$ cat src/rtl/regfile_write_arbiter.sv
// Shares the register file write port between two writeback requesters, each
// buffered by a small FIFO, with round-robin grant and a pending-write scoreboard.
module regfile_write_arbiter #(
    parameter int DATA_W     = 32,
    parameter int ADDR_W     = 5,
    parameter int FIFO_DEPTH = 2
) (
    input  logic              clk,
    input  logic              reset_n,
    input  logic              req0_valid,
    output logic              req0_ready,
    input  logic [ADDR_W-1:0] req0_addr,
    input  logic [DATA_W-1:0] req0_data,
    input  logic              req1_valid,
    output logic              req1_ready,
    input  logic [ADDR_W-1:0] req1_addr,
    input  logic [DATA_W-1:0] req1_data,
    input  logic              reserve_valid,
    input  logic [ADDR_W-1:0] reserve_addr,
    output logic              reserve_conflict,
    output logic [31:0]       busy,
    output logic              RegWrite,
    output logic [ADDR_W-1:0] rc,
    output logic [DATA_W-1:0] dc,
    output logic              idle
);
    localparam int PTR_W = (FIFO_DEPTH > 1) ? $clog2(FIFO_DEPTH) : 1;
    localparam int CNT_W = PTR_W + 1;

    logic [1:0]        in_valid;
    logic [1:0]        in_ready;
    logic [1:0]        push;
    logic [1:0]        pop;
    logic [1:0]        not_empty;
    logic [ADDR_W-1:0] in_addr   [2];
    logic [DATA_W-1:0] in_data   [2];
    logic [ADDR_W-1:0] head_addr [2];
    logic [DATA_W-1:0] head_data [2];

    assign in_valid   = {req1_valid, req0_valid};
    assign in_addr[0] = req0_addr;
    assign in_addr[1] = req1_addr;
    assign in_data[0] = req0_data;
    assign in_data[1] = req1_data;
    assign req0_ready = in_ready[0];
    assign req1_ready = in_ready[1];

    for (genvar g = 0; g < 2; g++) begin : g_fifo
        logic [ADDR_W-1:0] addr_mem [FIFO_DEPTH];
        logic [DATA_W-1:0] data_mem [FIFO_DEPTH];
        logic [PTR_W-1:0]  wr_ptr;
        logic [PTR_W-1:0]  rd_ptr;
        logic [CNT_W-1:0]  count;

        // Ready is a pure function of occupancy so a full FIFO never takes a push.
        assign in_ready[g]  = (count != CNT_W'(FIFO_DEPTH));
        assign not_empty[g] = (count != '0);
        assign push[g]      = in_valid[g] && in_ready[g];
        assign head_addr[g] = addr_mem[rd_ptr];
        assign head_data[g] = data_mem[rd_ptr];

        always_ff @(posedge clk or negedge reset_n) begin
            if (!reset_n) begin
                wr_ptr <= '0;
                rd_ptr <= '0;
                count  <= '0;
            end else begin
                // NOTE: non-blocking assignments so every register samples pre-edge values.
                if (push[g]) wr_ptr <= wr_ptr + 1'b1;
                if (pop[g])  rd_ptr <= rd_ptr + 1'b1;
                count <= count + CNT_W'(push[g]) - CNT_W'(pop[g]);
            end
        end

        // NOTE: storage has no reset; pointers and count alone define which entries are live.
        always_ff @(posedge clk) begin
            if (push[g]) begin
                addr_mem[wr_ptr] <= in_addr[g];
                data_mem[wr_ptr] <= in_data[g];
            end
        end
    end

    logic              last_gnt;   // 1 = requester 1 was granted last
    logic              gnt_valid;
    logic              gnt_sel;
    logic [ADDR_W-1:0] gnt_addr;
    logic [DATA_W-1:0] gnt_data;
    logic [31:0]       clr_mask;
    logic [31:0]       set_mask;
    logic [31:0]       busy_next;
    logic              conflict_next;

    always_comb begin
        // NOTE: every output gets a default first so no path leaves a latch behind.
        gnt_valid = |not_empty;
        gnt_sel   = not_empty[1];
        if (not_empty == 2'b11) gnt_sel = ~last_gnt;
    end

    assign pop      = gnt_valid ? (gnt_sel ? 2'b10 : 2'b01) : 2'b00;
    assign gnt_addr = head_addr[gnt_sel];
    assign gnt_data = head_data[gnt_sel];

    // Clear from the issuing write, set from decode; set wins on the same register.
    always_comb begin
        clr_mask = '0;
        set_mask = '0;
        if (gnt_valid) clr_mask[gnt_addr] = 1'b1;
        if (reserve_valid && (reserve_addr != '0)) set_mask[reserve_addr] = 1'b1;
        conflict_next = |(set_mask & busy & ~clr_mask);
        busy_next     = ((busy & ~clr_mask) | set_mask) & ~32'd1;
    end

    always_ff @(posedge clk or negedge reset_n) begin
        if (!reset_n) begin
            RegWrite         <= 1'b0;
            rc               <= '0;
            dc               <= '0;
            busy             <= '0;
            reserve_conflict <= 1'b0;
            last_gnt         <= 1'b1;
        end else begin
            // A grant to register 0 still consumes the slot but never writes.
            RegWrite         <= gnt_valid && (gnt_addr != '0);
            busy             <= busy_next;
            reserve_conflict <= conflict_next;
            if (gnt_valid) begin
                rc       <= gnt_addr;
                dc       <= gnt_data;
                last_gnt <= gnt_sel;
            end
        end
    end

    assign idle = ~|not_empty && !RegWrite;

endmodule

$ cat config.mk
export PLATFORM = sky130hd
export DESIGN_NAME = regfile_write_arbiter
export DESIGN_NICKNAME = d
export VERILOG_FILES = /design/src/rtl/regfile_write_arbiter.sv
export SDC_FILE = /design/constraint.sdc
export NUM_CORES = 1
export LEC_CHECK = 0
export CAP_MARGIN = 20
export CORE_MARGIN = 5
export CORE_UTILIZATION = 30
export CTS_CLUSTER_DIAMETER = 60
export DETAILED_ROUTE_END_ITERATION = 8
export PLACE_DENSITY_LB_ADDON = 0.25
export SLEW_MARGIN = 20
export SYNTH_ARGS = -nofsm -noshare
export SYNTH_HDL_FRONTEND = slang
export SYNTH_SLANG_ARGS = --single-unit
$ cat constraint.sdc
create_clock -name clk -period 6.6 [get_ports clk]
set_input_delay 1.32 -clock clk [delete_from_list [all_inputs] [get_ports clk]]
set_output_delay 1.32 -clock clk [all_outputs]
set_load 0.03 [all_outputs]
== Word level (Yosys, flattened, before mapping) ==
Memory sizes are Yosys's and may differ from the RTL's.
Cells that the tools add are included.
Word-level totals
  register bits after elaboration: 79
  bits in latches: 0
  bits in writable memories: 148
  ROM bits: 0
  input bits: 84
  output and inout port bits: 74
  word-level logic and storage cells: 73
  memories kept: 4
Memories
  g_fifo[0].data_mem: words 2, bits a word 32, read ports 1, clocked after memory_dff 0, write ports 1, RTL line 50  | logic [DATA_W-1:0] data_mem [FIFO_DEPTH];
  g_fifo[1].data_mem: words 2, bits a word 32, read ports 1, clocked after memory_dff 0, write ports 1, RTL line 50
  g_fifo[0].addr_mem: words 2, bits a word 5, read ports 1, clocked after memory_dff 0, write ports 1, RTL line 49  | logic [ADDR_W-1:0] addr_mem [FIFO_DEPTH];
  g_fifo[1].addr_mem: words 2, bits a word 5, read ports 1, clocked after memory_dff 0, write ports 1, RTL line 49
Operators by class
  add/subtract/negate cells: 8
  $mul: 0
  divide/modulo/power cells: 0
  magnitude comparators: 5
  equal/unequal tests: 3
  shift operators: 0
  mux-type cells: 19
  bitwise operators: 7
  reduce and logical (&&, ||, !) cells: 15
Operator list (count)
  32-bit 2-to-1 mux: 5
  32-bit bitwise AND: 3
  32-bit inverter: 1
  32-bit OR: 1
  32-bit OR reduction: 1
  5-bit 2-to-1 mux: 3
  5-bit by 6-bit < comparator with 1-bit output (second input constant): 2
  1-bit demux with 5-bit select: 2
  5-bit by 1-bit >= comparator with 1-bit output (second input constant): 2
  5-bit nonzero test: 2
  1-bit logical AND: 7
  1-bit 2-to-1 mux: 7
  1-bit adder (second input constant): 4
  2-bit by 1-bit adder with 2-bit output: 2
  2-bit 2-to-1 mux: 2
  2-bit != test (second input constant): 2
  2-bit nonzero test: 2
  2-bit by 1-bit subtractor with 2-bit output: 2
  2-bit == test (second input constant): 1
  2-bit >= comparator (second input constant): 1
  1-bit zero test: 2
  1-bit inverter with 2-bit output: 1
  2-bit OR reduction: 1
  1-bit inverter: 1

== Longest topological paths before layout ==
  depth after elaboration: 15
  mapped depth: 11
  mapped depth without buffers: 9

== Least setup slack after synthesis ==
OpenSTA, ideal clock, no wires.
  path type: input port to flip-flop
  start point: input port req0_valid
  end point: memory g_fifo[0].addr_mem[0][0] (enable)
  library setup time: 431 ps
  arrival time: 2981 ps
  data required time: 6169 ps
  setup slack: 3188 ps
  stages: 2
  buffers on the path: 0
  cell sequence: nand2_1 nor2_1
On the way
  cells in the longest elaborated chain, start to end: 3
RTL lines
  start, declared: RTL line 10  | input logic req0_valid,
  1-bit logical AND: RTL line 58  | assign push[g] = in_valid[g] && in_ready[g];
  1-bit 2-to-1 mux: RTL line 77  | if (push[g]) begin
  1-bit 2-to-1 mux (not written as such): RTL line 78  | addr_mem[wr_ptr] <= in_addr[g];
  end, declared: RTL line 49
No other way between the ends.

== Worst setup path in the final report ==
  start point: register g_fifo[1].count[1]
  end point: output port idle
On the way
  cells in the longest elaborated chain, start to end: 4
RTL lines
  start, declared: RTL line 53  | logic [CNT_W-1:0] count;
  start signal, assigned: RTL line 71  | count <= count + CNT_W'(push[g]) - CNT_W'(pop[g]);
  2-bit nonzero test: RTL line 57  | assign not_empty[g] = (count != '0);
  2-bit OR reduction: RTL line 136  | assign idle = ~|not_empty && !RegWrite;
  1-bit zero test: RTL line 136
  1-bit logical AND: RTL line 136
  end, declared: RTL line 25  | output logic idle
No other way between the ends.

==> metrics.md <==
| Metric | Value |
|---|---|
| RePlAce Congestion | 0.852 |
| Ys async rst share | 34.8% |
| Seq cells post-synth | 227 |
| Least-Margin Pin Slew | 0.917 ns |
| Die height | 188 µm |
| Yosys synthesis warning count | 0 |
| IO buf count | 156 |
| Clock Skew | 0.0125 ns |
| Crit Path Max Fanout | 17 |
| CTS tree | done |
| Share of the yosys chip area belonging to registers | 67.7% |
| Starting Density | 30.2% |
| Hpwl dp | 16400 µm |
| Clock latency on the worst-skew pair | 0.54 ns |
| Library cells used by synthesis | 71 |
| Internal power | 3.99 mW |
| Die width | 188 µm |
| Worst IR Drop VDD | 0.000279 V |
| Max_cap viols | 0 |
| Final setup viols | 0 |
| Comb pwr share | 40.1% |
| Switching part of the total | 38.3% |
| Setup_tns | 0 ns |
| First-pass GRT wire length | 37400 µm |
| F_max | 232 MHz |
| CTS resizes | 0 |
| Tmin final | 4.32 ns |
| Final nets | 963 |
| Pin count of the biggest net entering global routing | 79 |
| Worst-path cell chain | or2_0, or3_1, nor2_1, clkdlybuf4s50_1 |
| Post-Syn Nets | 809 |
| H-tree depth | 1 |
| Share of layout cells above drive strength 1 | 12.6% |
| Boundary pin count | 158 |
| CP Launch Type | flip-flop |
| Cts hold-fix bufs | 0 |
| Total track usage | 13.5% |
| Psw | 2.48 mW |
| Vias per cell | 4.81 |
| Core ar. | 31400 µm² |
| Hold slack | 0.479 ns |
| Area grow syn2layout | 31.0% |
| Fin crit share | 65.4% |
| Nature of the critical path endpoint | primary output |
| Leak Pwr | 4.51 nW |
| Die area | 35300 µm² |
| Clock root buffer | clkbuf_16 |
| Post-CTS Setup Inserts | 0 |
| Hold crit path type | flip-flop to flip-flop |
| Multi-input gate area | 2860 µm² |
| Final Hold Fails | 0 |
| Syn Inst Count | 721 |
| Vias | 6246 |
| Routed wire length | 24600 µm |
| GRT overflow | 0 |
| Standard-cell rows | 65 |
| Syn Std Cell Area | 9490 µm² |
| Antenna diode count | 0 |
| Initial antenna violation count | 5 |
| Register area | 6420 µm² |
| DRT iter0 DRCs | 236 |
| Rel. slew slack | 38.9% |
| Arrival time worst endpoint | 3.00 ns |
| Power Dens Cells | 521 nW/µm² |
| Status | finished clean |
| RSZ-0062 raised after global routing | false |
| Final ANT Viol Nets | 0 |
| Avg Inst Size Synth | 13.2 µm² |
| Slew Viols, Final | 0 |
| Max incr delay on CP | 0.71 ns |
| # DRC | 0 |
| DRT Pass-1 Iters | 4 |
| Fillcell total | 3027 |
| Critical-path top delay cell | clkdlybuf4s50_1 |
| Longest Clk Path Bufs | 3 |
| CP Class | flip-flop to primary output |
| Synth Flop Type | edfxtp_1 |
| CTS sink count | 227 |
| Clock transition at path regs | 0.06 ns |
| Seq pwr share | 35.7% |
| Post-synth EDFFs | 148 |
| Clock power frac | 24.3% |
| Number of global-route vias before repair | 6407 |
| Total CTS buffers | 28 |
| Worst Path Required | 5.28 ns |
| Wire length per cell | 18.9 µm |
kinds of logic after synthesis:
family / share of synthesized area (%)
xor+xnor: 0.739
mux: 9.44
fa+ha+maj: 0.528
buf+inv: 2.45
simple gates: 8.07
flops: 67.7
other cells: 0.0395
compound gates: 11.0
per-stage QoR:
step                      setup WS, ns  instances  util (%)  total power [mW]  instance area, µm²
after global placement            2.58       1246      36.4              4.95               11400
after CTS                         2.27       1298      39.5              6.58               12400
after global routing              2.18       1299      39.6              6.87               12400
after detailed placement          2.56       1246      36.4              4.98               11400
after floorplan                   3.19        721         -              3.96                9490
final                             2.28       1299      39.6              6.47               12400
per-layer routing:
layer / vias to the layer above / track usage [%] / wire (µm)
li1: 2998 / - / -
met1: 3041 / 16.6 / 10500
met2: 157 / 23.8 / 12200
met3: 40 / 3.57 / 1420
met4: 10 / 3.39 / 478
met5: - / 0 / 56
synth_stat cells, types with 4 or more instances:
| cell | n | area, µm² |
|---|---|---|
| nand2b_1 | 6 | 37.5 |
| buf_6 | 4 | 45.0 |
| ha_1 | 4 | 50.1 |
| a21oi_1 | 42 | 210 |
| nor2_1 | 53 | 199 |
| nand4_1 | 4 | 25.0 |
| mux2i_1 | 42 | 420 |
| clkbuf_1 | 28 | 105 |
| inv_1 | 12 | 45.0 |
| a211oi_1 | 4 | 30.0 |
| dfrtp_1 | 78 | 1950 |
| mux2_2 | 36 | 405 |
| nand3_1 | 10 | 50.1 |
| nand2_1 | 63 | 236 |
| xnor2_1 | 7 | 61.3 |
| nor3_1 | 5 | 25.0 |
| o21ai_1 | 6 | 30.0 |
| o21ai_0 | 90 | 450 |
| edfxtp_1 | 148 | 4440 |
| o22ai_1 | 5 | 31.3 |
placed cells by master (no fill, tap or decap), drive strengths merged, types with 3 or more instances in the layout:
cell / count
edfxtp: 148
a21oi: 42
nand3: 10
nand2: 64
o21ai: 97
xnor2: 7
nor3: 5
clkinv: 10
a32oi: 3
or3: 3
a211oi: 4
nand4: 4
bufinv: 4
buf: 8
mux2: 39
clkdlybuf4s50: 155
or2: 4
nor4: 3
inv: 15
o211ai: 3
ha: 4
nor2: 53
a31oi: 3
mux2i: 44
o22ai: 5
o21a: 3
nand2b: 6
clkbuf: 35
dfrtp: 78
area by class of cell:
| class | count | share of cell area (%) |
|---|---|---|
| multi-input combinational | 442 | 23.0 |
| sequential | 227 | 51.7 |
| tap | 402 | 4.05 |
| timing repair buffer | 163 | 13.1 |
| clock inverter | 17 | 1.78 |
| clock buffer | 35 | 6.01 |
| inverter | 13 | 0.393 |
state kept, by name (all words and copies together) (netlist names):
name,count
dc,32
g_fifo.count,4
busy,31
g_fifo.wr_ptr,2
g_fifo.data_mem,128
reserve_conflict,1
rc,5
last_gnt,1
g_fifo.rd_ptr,2
RegWrite,1
g_fifo.addr_mem,20
final timing paths:
| kind | start | to | slack, ns | cells past startpoint |
|---|---|---|---|---|
| min in group asynchronous | reset_n | dc[3] | 0.73 | 1 |
| hold reg to reg | dc[6] | dc[6] | 0.48 | 2 |
| hold / removal | dc[6] | dc[6] | 0.48 | 2 |
| max in group asynchronous | reset_n | g_fifo[0].rd_ptr | 4.75 | 2 |
| setup / recovery | g_fifo[1].count[1] | idle | 2.28 | 4 |
| setup reg to reg | g_fifo[1].count[1] | reserve_conflict | 2.90 | 9 |
worst max-delay path, delay by kind of cell (launching register included):
kind | cells | cell delay (ns)
flops | 1 | 0.41
buf+inv | 1 | 0.71
simple gates | 3 | 1.34
power groups by stage:
| stage | combinational (mW) | clock [mW] | sequential (mW) |
|---|---|---|---|
| global route | 2.83 | 1.67 | 2.36 |
| global placement | 2.62 | 0 | 2.33 |
| floorplan | 1.29 | 0 | 2.66 |
| finish | 2.59 | 1.57 | 2.31 |
| CTS | 2.64 | 1.62 | 2.32 |
| detailed placement | 2.63 | 0 | 2.34 |
Power figures use the tool's default switching activity.
